--- src/rtl/nway_cache_pkg.sv ---
// Shared types and address-field helpers for the N-way write-back data cache.
// The width helpers take the cache parameters because a package cannot see module parameters.
package nway_cache_pkg;

  localparam int         BYTE_OFF_W = 2;
  localparam logic [1:0] BYTE_OFF   = 2'b00;

  typedef enum logic [1:0] {
    IDLE,
    WB,
    REFILL
  } state_t;

  function automatic int woff_w(input int words_per_line);
    return $clog2(words_per_line);
  endfunction

  function automatic int idx_w(input int num_sets);
    return $clog2(num_sets);
  endfunction

  function automatic int tag_w(input int addr_w, input int words_per_line, input int num_sets);
    return addr_w - BYTE_OFF_W - woff_w(words_per_line) - idx_w(num_sets);
  endfunction

endpackage

--- src/rtl/cache_lru_set.sv ---
// True-LRU age registers for one set: age 0 is most recent, NUM_WAYS-1 is the victim.
// Ages always remain a permutation of 0..NUM_WAYS-1.
module cache_lru_set #(
  parameter int NUM_WAYS = 2
) (
  input  logic                        clk,
  input  logic                        rst,
  input  logic                        touch_en,
  input  logic [$clog2(NUM_WAYS)-1:0] touch_way,
  output logic [$clog2(NUM_WAYS)-1:0] victim_way
);

  localparam int WAY_W = $clog2(NUM_WAYS);

  logic [WAY_W-1:0] r_age [NUM_WAYS];
  logic [WAY_W-1:0] w_victim;

  // NOTE: state is updated with non-blocking assignments so every age compares against the pre-touch value.
  always_ff @(posedge clk) begin
    if (rst) begin
      for (int w = 0; w < NUM_WAYS; w++) r_age[w] <= WAY_W'(w);
    end else if (touch_en) begin
      for (int w = 0; w < NUM_WAYS; w++) begin
        if (WAY_W'(w) == touch_way)          r_age[w] <= '0;
        else if (r_age[w] < r_age[touch_way]) r_age[w] <= r_age[w] + 1'b1;
      end
    end
  end

  // NOTE: default assignment first keeps this combinational block latch-free.
  always_comb begin
    w_victim = '0;
    for (int w = 0; w < NUM_WAYS; w++) begin
      if (r_age[w] == WAY_W'(NUM_WAYS - 1)) w_victim = WAY_W'(w);
    end
  end

  assign victim_way = w_victim;

endmodule

--- src/rtl/nway_wb_cache.sv ---
// N-way set-associative write-back, write-allocate data cache with multi-word lines.
// Misses stall the core while a single FSM writes back the dirty victim and refills the line.
module nway_wb_cache
  import nway_cache_pkg::*;
#(
  parameter int DATA_WIDTH     = 32,
  parameter int ADDR_WIDTH     = 32,
  parameter int NUM_SETS       = 4,
  parameter int NUM_WAYS       = 2,
  parameter int WORDS_PER_LINE = 4
) (
  input  logic                  clk,
  input  logic                  rst,
  input  logic                  cpu_re,
  input  logic                  cpu_we,
  input  logic [ADDR_WIDTH-1:0] cpu_addr,
  input  logic [DATA_WIDTH-1:0] cpu_wdata,
  output logic [DATA_WIDTH-1:0] cpu_rdata,
  output logic                  stall,
  output logic                  mem_req,
  output logic                  mem_we,
  output logic [ADDR_WIDTH-1:0] mem_addr,
  output logic [DATA_WIDTH-1:0] mem_wdata,
  input  logic [DATA_WIDTH-1:0] mem_rdata,
  input  logic                  mem_ready
);

  localparam int WOFF_W = woff_w(WORDS_PER_LINE);
  localparam int IDX_W  = idx_w(NUM_SETS);
  localparam int TAG_W  = tag_w(ADDR_WIDTH, WORDS_PER_LINE, NUM_SETS);
  localparam int WAY_W  = $clog2(NUM_WAYS);
  localparam int CNT_W  = (WOFF_W > 0) ? WOFF_W : 1;
  localparam logic [CNT_W-1:0] LAST_WORD = CNT_W'(WORDS_PER_LINE - 1);

  logic                  r_valid [NUM_SETS][NUM_WAYS];
  logic                  r_dirty [NUM_SETS][NUM_WAYS];
  logic [TAG_W-1:0]      r_tag   [NUM_SETS][NUM_WAYS];
  logic [DATA_WIDTH-1:0] r_data  [NUM_SETS][NUM_WAYS][WORDS_PER_LINE];

  state_t                r_state;
  logic [CNT_W-1:0]      r_cnt;
  logic [WAY_W-1:0]      r_vic_way;
  logic [IDX_W-1:0]      r_idx;
  logic [TAG_W-1:0]      r_miss_tag, r_vic_tag;
  logic                  r_mem_req, r_mem_we;
  logic [ADDR_WIDTH-1:0] r_mem_addr;
  logic [DATA_WIDTH-1:0] r_mem_wdata;

  logic [CNT_W-1:0] w_word, w_cnt_nxt;
  logic [IDX_W-1:0] w_idx;
  logic [TAG_W-1:0] w_tag;
  logic [WAY_W-1:0] w_hit_way, w_vic_way;
  logic [WAY_W-1:0] w_lru_victim [NUM_SETS];
  logic w_hit, w_req, w_idle, w_miss, w_touch, w_store_hit, w_vic_wb, w_fill_beat, w_last;

  function automatic logic [ADDR_WIDTH-1:0] mk_addr(input logic [TAG_W-1:0] tag,
                                                    input logic [IDX_W-1:0] idx,
                                                    input logic [CNT_W-1:0] word);
    return (ADDR_WIDTH'(tag)  << (IDX_W + WOFF_W + BYTE_OFF_W)) |
           (ADDR_WIDTH'(idx)  << (WOFF_W + BYTE_OFF_W)) |
           (ADDR_WIDTH'(word) << BYTE_OFF_W) | ADDR_WIDTH'(BYTE_OFF);
  endfunction

  assign w_word = CNT_W'(cpu_addr >> BYTE_OFF_W) & LAST_WORD;
  assign w_idx  = IDX_W'(cpu_addr >> (BYTE_OFF_W + WOFF_W));
  assign w_tag  = TAG_W'(cpu_addr >> (BYTE_OFF_W + WOFF_W + IDX_W));

  // Descending scans let the lowest matching / lowest invalid way win.
  always_comb begin
    w_hit     = 1'b0;
    w_hit_way = '0;
    w_vic_way = w_lru_victim[w_idx];
    for (int w = NUM_WAYS - 1; w >= 0; w--) begin
      if (r_valid[w_idx][w] && (r_tag[w_idx][w] == w_tag)) begin
        w_hit     = 1'b1;
        w_hit_way = WAY_W'(w);
      end
      if (!r_valid[w_idx][w]) w_vic_way = WAY_W'(w);
    end
  end

  assign w_req       = cpu_re | cpu_we;
  assign w_idle      = (r_state == IDLE);
  assign w_miss      = w_idle && w_req && !w_hit;
  assign w_touch     = w_idle && w_req && w_hit;
  assign w_store_hit = w_touch && cpu_we;
  assign w_vic_wb    = r_valid[w_idx][w_vic_way] && r_dirty[w_idx][w_vic_way];
  assign w_fill_beat = (r_state == REFILL) && mem_ready;
  assign w_last      = (r_cnt == LAST_WORD);
  assign w_cnt_nxt   = r_cnt + 1'b1;

  for (genvar s = 0; s < NUM_SETS; s++) begin : g_lru
    cache_lru_set #(.NUM_WAYS(NUM_WAYS)) u_lru (
      .clk        (clk),
      .rst        (rst),
      .touch_en   (w_touch && (w_idx == IDX_W'(s))),
      .touch_way  (w_hit_way),
      .victim_way (w_lru_victim[s])
    );
  end

  always_ff @(posedge clk) begin
    if (rst) begin
      r_state     <= IDLE;
      r_cnt       <= '0;
      r_vic_way   <= '0;
      r_idx       <= '0;
      r_miss_tag  <= '0;
      r_vic_tag   <= '0;
      r_mem_req   <= 1'b0;
      r_mem_we    <= 1'b0;
      r_mem_addr  <= '0;
      r_mem_wdata <= '0;
    end else begin
      case (r_state)
        IDLE: if (w_miss) begin
          r_cnt      <= '0;
          r_vic_way  <= w_vic_way;
          r_idx      <= w_idx;
          r_miss_tag <= w_tag;
          r_vic_tag  <= r_tag[w_idx][w_vic_way];
          r_mem_req  <= 1'b1;
          if (w_vic_wb) begin
            r_state     <= WB;
            r_mem_we    <= 1'b1;
            r_mem_addr  <= mk_addr(r_tag[w_idx][w_vic_way], w_idx, '0);
            r_mem_wdata <= r_data[w_idx][w_vic_way][0];
          end else begin
            r_state    <= REFILL;
            r_mem_we   <= 1'b0;
            r_mem_addr <= mk_addr(w_tag, w_idx, '0);
          end
        end
        WB: if (mem_ready) begin
          if (w_last) begin
            r_state     <= REFILL;
            r_cnt       <= '0;
            r_mem_we    <= 1'b0;
            r_mem_wdata <= '0;
            r_mem_addr  <= mk_addr(r_miss_tag, r_idx, '0);
          end else begin
            r_cnt       <= w_cnt_nxt;
            r_mem_addr  <= mk_addr(r_vic_tag, r_idx, w_cnt_nxt);
            r_mem_wdata <= r_data[r_idx][r_vic_way][w_cnt_nxt];
          end
        end
        REFILL: if (mem_ready) begin
          if (w_last) begin
            r_state    <= IDLE;
            r_cnt      <= '0;
            r_mem_req  <= 1'b0;
            r_mem_addr <= '0;
          end else begin
            r_cnt      <= w_cnt_nxt;
            r_mem_addr <= mk_addr(r_miss_tag, r_idx, w_cnt_nxt);
          end
        end
        default: r_state <= IDLE;
      endcase
    end
  end

  always_ff @(posedge clk) begin
    if (rst) begin
      for (int s = 0; s < NUM_SETS; s++) begin
        for (int w = 0; w < NUM_WAYS; w++) begin
          r_valid[s][w] <= 1'b0;
          r_dirty[s][w] <= 1'b0;
        end
      end
    end else begin
      if (w_store_hit) r_dirty[w_idx][w_hit_way] <= 1'b1;
      if (w_fill_beat && w_last) begin
        r_valid[r_idx][r_vic_way] <= 1'b1;
        r_dirty[r_idx][r_vic_way] <= 1'b0;
      end
    end
  end

  // NOTE: data and tag arrays carry no reset; the valid bits alone decide whether their contents count.
  always_ff @(posedge clk) begin
    if (w_store_hit) r_data[w_idx][w_hit_way][w_word] <= cpu_wdata;
    if (w_fill_beat) begin
      r_data[r_idx][r_vic_way][r_cnt] <= mem_rdata;
      if (w_last) r_tag[r_idx][r_vic_way] <= r_miss_tag;
    end
  end

  assign cpu_rdata = w_hit ? r_data[w_idx][w_hit_way][w_word] : '0;
  assign stall     = !w_idle || w_miss;
  assign mem_req   = r_mem_req;
  assign mem_we    = r_mem_we;
  assign mem_addr  = r_mem_addr;
  assign mem_wdata = r_mem_wdata;

endmodule

--- config.mk ---
export PLATFORM = sky130hd
export DESIGN_NAME = nway_wb_cache
export DESIGN_NICKNAME = d
export VERILOG_FILES = /design/src/rtl/nway_cache_pkg.sv /design/src/rtl/cache_lru_set.sv /design/src/rtl/nway_wb_cache.sv
export SDC_FILE = /design/constraint.sdc
export NUM_CORES = 2
export LEC_CHECK = 0
export BUFFER_PORTS_ARGS = -buffer_cell sky130_fd_sc_hd__buf_4
export CAP_MARGIN = 20
export CORE_ASPECT_RATIO = 1.25
export CORE_MARGIN = 2
export CORE_UTILIZATION = 57
export DETAILED_ROUTE_END_ITERATION = 10
export GPL_TIMING_DRIVEN = 1
export PLACE_DENSITY = 0.82
export SYNTH_ARGS = -nofsm -noshare
export SYNTH_HDL_FRONTEND = slang
export SYNTH_SLANG_ARGS = --single-unit
--- constraint.sdc ---
create_clock -name clk -period 4.1 [get_ports clk]
set_input_delay 0.205 -clock clk [delete_from_list [all_inputs] [get_ports clk]]
set_output_delay 0.205 -clock clk [all_outputs]
set_load 0.01 [all_outputs]
Word level (Yosys, flattened, before mapping) --
Memories as Yosys holds them, arrays and structs flattened. A register that Yosys moved wholly into a read port is not among the register bits. Cells that the tools add are included.
Storage, ports and cells: register bits after elaboration 125, memory bits (writable) 1256, bits of input ports 101, output and inout bits 99, logic and storage cells 320, memories 8
Cells by class: add/sub/neg operators 9, magnitude comparators 19, eq/ne operators 15, multiplexer cells 191, bitwise gates (word level) 30, reduce and logical (&&, ||, !) cells 38
Memories:
- r_data | depth 4, bits a word 256, rd ports 2, clocked after Yosys merged registers in 1, write ports 1, RTL line nway_wb_cache.sv:38 | logic [DATA_WIDTH-1:0] r_data [NUM_SETS][NUM_WAYS][WORDS_PER_LINE];
- r_tag | depth 4, bits a word 52, rd ports 1, clocked after Yosys merged registers in 0, write ports 1, RTL line nway_wb_cache.sv:37 | logic [TAG_W-1:0] r_tag [NUM_SETS][NUM_WAYS];
- r_dirty | depth 4, bits a word 2, rd ports 1, clocked after Yosys merged registers in 0, write ports 4, RTL line nway_wb_cache.sv:36 | logic r_dirty [NUM_SETS][NUM_WAYS];
- r_valid | depth 4, bits a word 2, rd ports 1, clocked after Yosys merged registers in 0, write ports 4, RTL line nway_wb_cache.sv:35 | logic r_valid [NUM_SETS][NUM_WAYS];
- g_lru[0].u_lru.r_age | depth 2, bits a word 1, rd ports 3, clocked after Yosys merged registers in 0, write ports 2, RTL line cache_lru_set.sv:15 | logic [WAY_W-1:0] r_age [NUM_WAYS];
- g_lru[1].u_lru.r_age | depth 2, bits a word 1, rd ports 3, clocked after Yosys merged registers in 0, write ports 2, RTL line cache_lru_set.sv:15
- 2 more memories
Operator list (count):
- $mux 128 | 11
- $mux 256 | 4
- $mux 32 | 17
- $demux 128 s1 | 2
- $reduce_or 256->1 | 1
- $bmux 32 s2 | 2
- $demux 32 s2 | 2
- $or 32x6->32 | 4
- $mux 1 | 115
- $mux 26 | 4
- $pmux 32 s3 | 1
- $or 32x4->32 | 2
- $pmux 32 s2 | 1
- $eq 26x26->1 | 2
- $mux 52 | 1
- $mux 2 | 23
- $demux 26 s1 | 1
- $logic_and 1x1->1 | 17
- $or 1x1->1 | 17
- $reduce_and 4->1 | 4
- $ge 3x3->1 const B | 4
- $not 2->3 | 4
- $add 1x1->1 const B | 8
- $eq 2x2->1 const B | 4
- 23 further kinds | 51

Depth between registers and ports, before layout --
An unclocked memory read counts as a cell.
word-level depth 15, mapped depth 16, depth with buffers taken out 9

Hierarchy --
Synthesis repeated with hierarchy kept, for this count alone.
Second synthesis, totals: cells, all modules 3779, area, all modules 65220.1 um2
Modules (own cells, without submodules):
- nway_wb_cache | instances 1, cells an instance 3735, area each 64714.6 um2, sequential area each 39898.3 um2
- cache_lru_set | instances 4, cells an instance 11, area each 126.4 um2, sequential area each 60.1 um2

Worst setup path after synthesis --
Ideal clock, no wire load.
path type reg-to-reg, start reg r_cnt[0], end mem r_data[1][160] (netlist name) (enable), setup time 421 ps, arrival 3993 ps, required time 3679 ps, path slack -314 ps, cell stages (with the launch flop) 10, path buffers 3, clock period less this slack 4414 ps, path through dfxtp_1 > clkinv_1 > clkbuf_1 > buf_1 > ha_1 > nor4_1 > nor2_1 > clkbuf_1 > mux2_2 > nor2_1
On the way: cells in the longest elaborated chain, start to end 10, elaborated cells between the ends (all ways) 12, those cells by class order compare (2); mux (7); bitwise (1); reduce/logical (2)
RTL lines:
- start: declaration | RTL line nway_wb_cache.sv:41 | logic [CNT_W-1:0] r_cnt;
- start signal: assignment | RTL line nway_wb_cache.sv:142 | r_cnt <= w_cnt_nxt;
- start signal: assignment | RTL line nway_wb_cache.sv:154 | r_cnt <= w_cnt_nxt;
- $not 2->3 (not written as such) * | RTL line nway_wb_cache.sv:184 | r_data[r_idx][r_vic_way][r_cnt] <= mem_rdata;
- $ge 3x3->1 (not written as such) / $lt 3x1->1 (equally long branches) | RTL line nway_wb_cache.sv:184
- $logic_and 1x1->1 (not written as such) | RTL line nway_wb_cache.sv:184
- $mux 32 (not written as such) | RTL line nway_wb_cache.sv:184
- $demux 32 s2 * | RTL line nway_wb_cache.sv:184
- $mux 128 (not written as such) * | RTL line nway_wb_cache.sv:184
- $demux 128 s1 * | RTL line nway_wb_cache.sv:184
- $mux 256 (not written as such) * | RTL line nway_wb_cache.sv:184
- $reduce_or 256->1 (no line)
- $mux 2 (no line) / $mux 256 (equally long branches)
- end: declaration | RTL line nway_wb_cache.sv:38
Mark *: on every way between the ends. The rest lies on a longest branch, timed or not.

Worst setup path after layout --
start mem r_tag[3][10] (netlist name), end out cpu_rdata[20]
On the way: cells in the longest elaborated chain, start to end 13, elaborated cells between the ends (all ways) 14, those cells by class eq/ne (1); mux (10); bitwise (1); reduce/logical (1); memory (1)
RTL lines:
- start: declaration | RTL line nway_wb_cache.sv:37
- $mem_v2 4x52 *
- $eq 26x26->1 * | RTL line nway_wb_cache.sv:74 | if (r_valid[w_idx][w] && (r_tag[w_idx][w] == w_tag)) begin
- $logic_and 1x1->1 * | RTL line nway_wb_cache.sv:74
- $mux 1 * | RTL line nway_wb_cache.sv:74
- $mux 1 | RTL line nway_wb_cache.sv:74
- $not 1->2 (not written as such) | RTL line nway_wb_cache.sv:189 | assign cpu_rdata = w_hit ? r_data[w_idx][w_hit_way][w_word] : '0;
- $mux 128 (not written as such) (3 in series) | RTL line nway_wb_cache.sv:189
- $bmux 32 s2 | RTL line nway_wb_cache.sv:189
- $mux 32 (not written as such) (2 in series) | RTL line nway_wb_cache.sv:189
- $mux 32 * | RTL line nway_wb_cache.sv:189
- end: declaration | RTL line nway_wb_cache.sv:18 | output logic [DATA_WIDTH-1:0] cpu_rdata,
Mark *: on every way between the ends. The rest lies on a longest branch, timed or not. The select of a mux whose other input is x is not followed.

==> metrics <==
Final Hold Vio Count 0; Cell variety after synth 68; DR WL/cell around 36 um; #FFs+latches synth around 1400; RSZ-0062 raised after global routing yes; Critical Path RT between 3 and 4 ns; Power Total 0.0360 W; Top delay family on crit path simple AND/OR/NAND/NOR gates; Sw Ratio about 28%; Finished Layout Cells roughly 5600; full die area 115000 um2; DRT iter0 DRCs around 7400; Port Buffers 195; most frequent cells after synthesis 1248 x edfxtp_1, 633 x mux4_2, 206 x nor2_1; CP max stage delay approximately 0.5 ns; Sinks on Clock Net roughly 1400; PwrDens around 480 nW/um2; total track usage about a third; Worst-path clk slew 0.06 ns; Max Cap Viol 0; Post-synth EDFFs ~1200; Netlist Area Pre-Place about 64000 um2; Yosys top cell area share 58.4%; Tmin final around 4.3 ns; Num CTS Buffers 135; largest net degree at the start of global routing approximately 140; CORE AREA between 100000 and 150000 um2; sequential fraction of design power 46.3%; Startpoint Class register; layout cells sized above 1 between 30% and 40%; ANT nets after route 0; TritonCTS clock tree done; count leader, synth edfxtp_1; critical-path cell list mux4_2, xnor2_1, nand4_1, nor3_1, and4_4, buf_12, mux2i_1, a22o_1, a221oi_2, buf_4, buf_4; Crit Path Class reg -> out; Post-layout nets 4108; Mapped Cells approximately 3700; hold slack a little under 0.08 ns; routed via count about 42000; CP Capture Type output port; HP Class in -> reg; grt ovf 0; Synth Area per Inst between 15 and 20 um2; first-pass detailed-route iteration total 5; status finished, violations left; failing checks setup timing; DP HPWL around 110000 um; slowest CP cell mux4_2; Worst Path Max Fanout 7; final setup skew 0.0516 ns; ys flop type edfxtp_1; area delta synth->final 17.3%; yosys warns 0; WL final ~200000 um; largest area contributor in the netlist edfxtp_1; Die Width just over 300 um; top cells by area, synth edfxtp_1 58%, mux4_2 22%, dfxtp_1 4.1%; Ant. Diodes 0; DRC Markers 0; Die Ht ~380 um; initial core utilization between 50% and 60%; WP data arrival 4.05 ns; P_int 0.0261 W; Comb power frac between 10% and 20%; Worst VDD drop between 400 and 500 uV; net switching power ~0.010 W; DP Cell Count between 5000 and 6000; final worst slack -0.157 ns; Max Transition Viols Final 0; Via-to-Cell Ratio 7.53; later-pin clock latency in the skew report ~0.79 ns; Final setup viols 20; Top Ports 200; # rows 137; Clock Power Share a little over a third; relative slew slack 27.7%; CP Buf/Inv Count 3; GP Congestion around 0.94; htree depth 4; vias in the first global route ~42000; sequential cell area fraction in the yosys report 62.5%; Async S/R FF share, synth 0%; initial antenna violation count 1; f_max roughly 0.23 GHz; setup slack at placement ~0.096 ns; Longest Clk Path Bufs 3; Final period util 104%; most used cell along the critical path buf_4; first-pass GRT wire length between 200000 and 300000 um; worst slew pin tran 1.08 ns; CTS Root Cell clkbuf_16; Lkg Pwr around 24 nW
-- path summary, 6_finish.rpt --
check,end,startpoint,depth (start not counted),slack [ns]
min reg2reg,mem_addr[29],mem_addr[29],2,0.45
min,r_vic_tag[25],cpu_addr[5],4,0.08
max,cpu_rdata[20],r_tag[3][10],11,-0.16
max reg2reg,r_miss_tag[6],r_tag[3][10],12,0.37
-- layout by cell type, fill, tap and decap left out, types with 23 or more instances in the layout --
cell,count
o22ai_1,39
mux4_2,633
nor2_1,160
mux2i_1,94
o211ai_1,24
edfxtp_1,1248
clkbuf_16,139
buf_4,343
o21ai_0,95
clkinv_2,23
nor3_1,37
mux2_2,82
a21oi_1,95
xnor2_1,25
a22o_1,27
clkinv_1,23
a221oi_1,35
dfxtp_1,130
buf_12,103
inv_1,50
nand2_1,195
dlygate4sd3_1,41
a31oi_1,47
clkbuf_1,26
a211oi_1,33
nor2_4,42
-- power groups by stage --
stage          logic (W)  registers, W  clock network (W)
2_1_floorplan    0.00400        0.0169                  0
3_3_place_gp     0.00630        0.0169                  0
3_5_place_dp     0.00646        0.0170                  0
4_1_cts          0.00662        0.0167             0.0125
5_1_grt          0.00710        0.0167             0.0130
6_report         0.00681        0.0167             0.0125
-- layout make-up --
class	count	area (um2)
fillers	6619	36300
flip-flops and latches	1381	40100
clock buffers	170	3630
inverters	52	200
multi-input cells	1916	23300
repair buffers	513	5410
clock inverters	81	801
well taps	1459	1830
-- routing by layer --
layer | track usage (%) | wire, um
met1 | 41.6 | 61400
met5 | 0 | 13
met3 | 10.6 | 29100
met4 | 22.0 | 14500
met2 | 55.2 | 95600
-- tightest hold or removal path: cells and delay by family --
| kind | cells | cell delay [ns] |
|---|---|---|
| AOI/OAI and AO/OA | 1 | 0.16 |
| buffers and inverters | 1 | 0.21 |
| and+or+nand+nor | 2 | 0.20 |
-- cells by family after synthesis --
family | after synthesis | synth area share (%)
DFF | 1381 | 62.5
muxes | 818 | 25.3
and+or+nand+nor | 529 | 3.55
AOI/OAI and AO/OA | 509 | 5.45
buffers and inverters | 358 | 2.39
xor gates and xnor gates | 50 | 0.682
adders and majority gates | 8 | 0.156
other | 1 | 0.00584
-- flip-flops by register name, indices dropped and copies added, names as in the netlist, named ones only --
| name | count |
|---|---|
| r_idx | 2 |
| r_miss_tag | 26 |
| mem_wdata | 32 |
| r_data | 1024 |
| mem_req | 1 |
| g_lru.u_lru.r_age | 8 |
| r_cnt | 2 |
| r_dirty | 8 |
| mem_addr | 30 |
| r_state | 2 |
| r_vic_tag | 26 |
| r_tag | 208 |
| r_valid | 8 |
| mem_we | 1 |
| r_vic_way | 1 |
-- metrics by stage --
stage	instance area, um2	utilization (%)	setup TNS (ns)
floorplan	64200	-	-228.99
global placement	69800	62.5	-0.0477
detailed placement	69800	62.5	0
CTS	75000	67.2	-0.806
global route	75300	67.5	-3.02
finish	75300	67.5	-1.21
-- repair_timing --
action | 4_1_cts | 5_1_grt
cloned | 1 | 1
hold buffers | 41 | 0
gates resized for setup | 59 | 33
buffers inserted | 10 | 7
setup endpoints to repair | 31 | 32
pin swaps | 3 | 12
hold endpoints to repair | 59 | 0
Note: power is estimated with default switching activity, not from simulation.
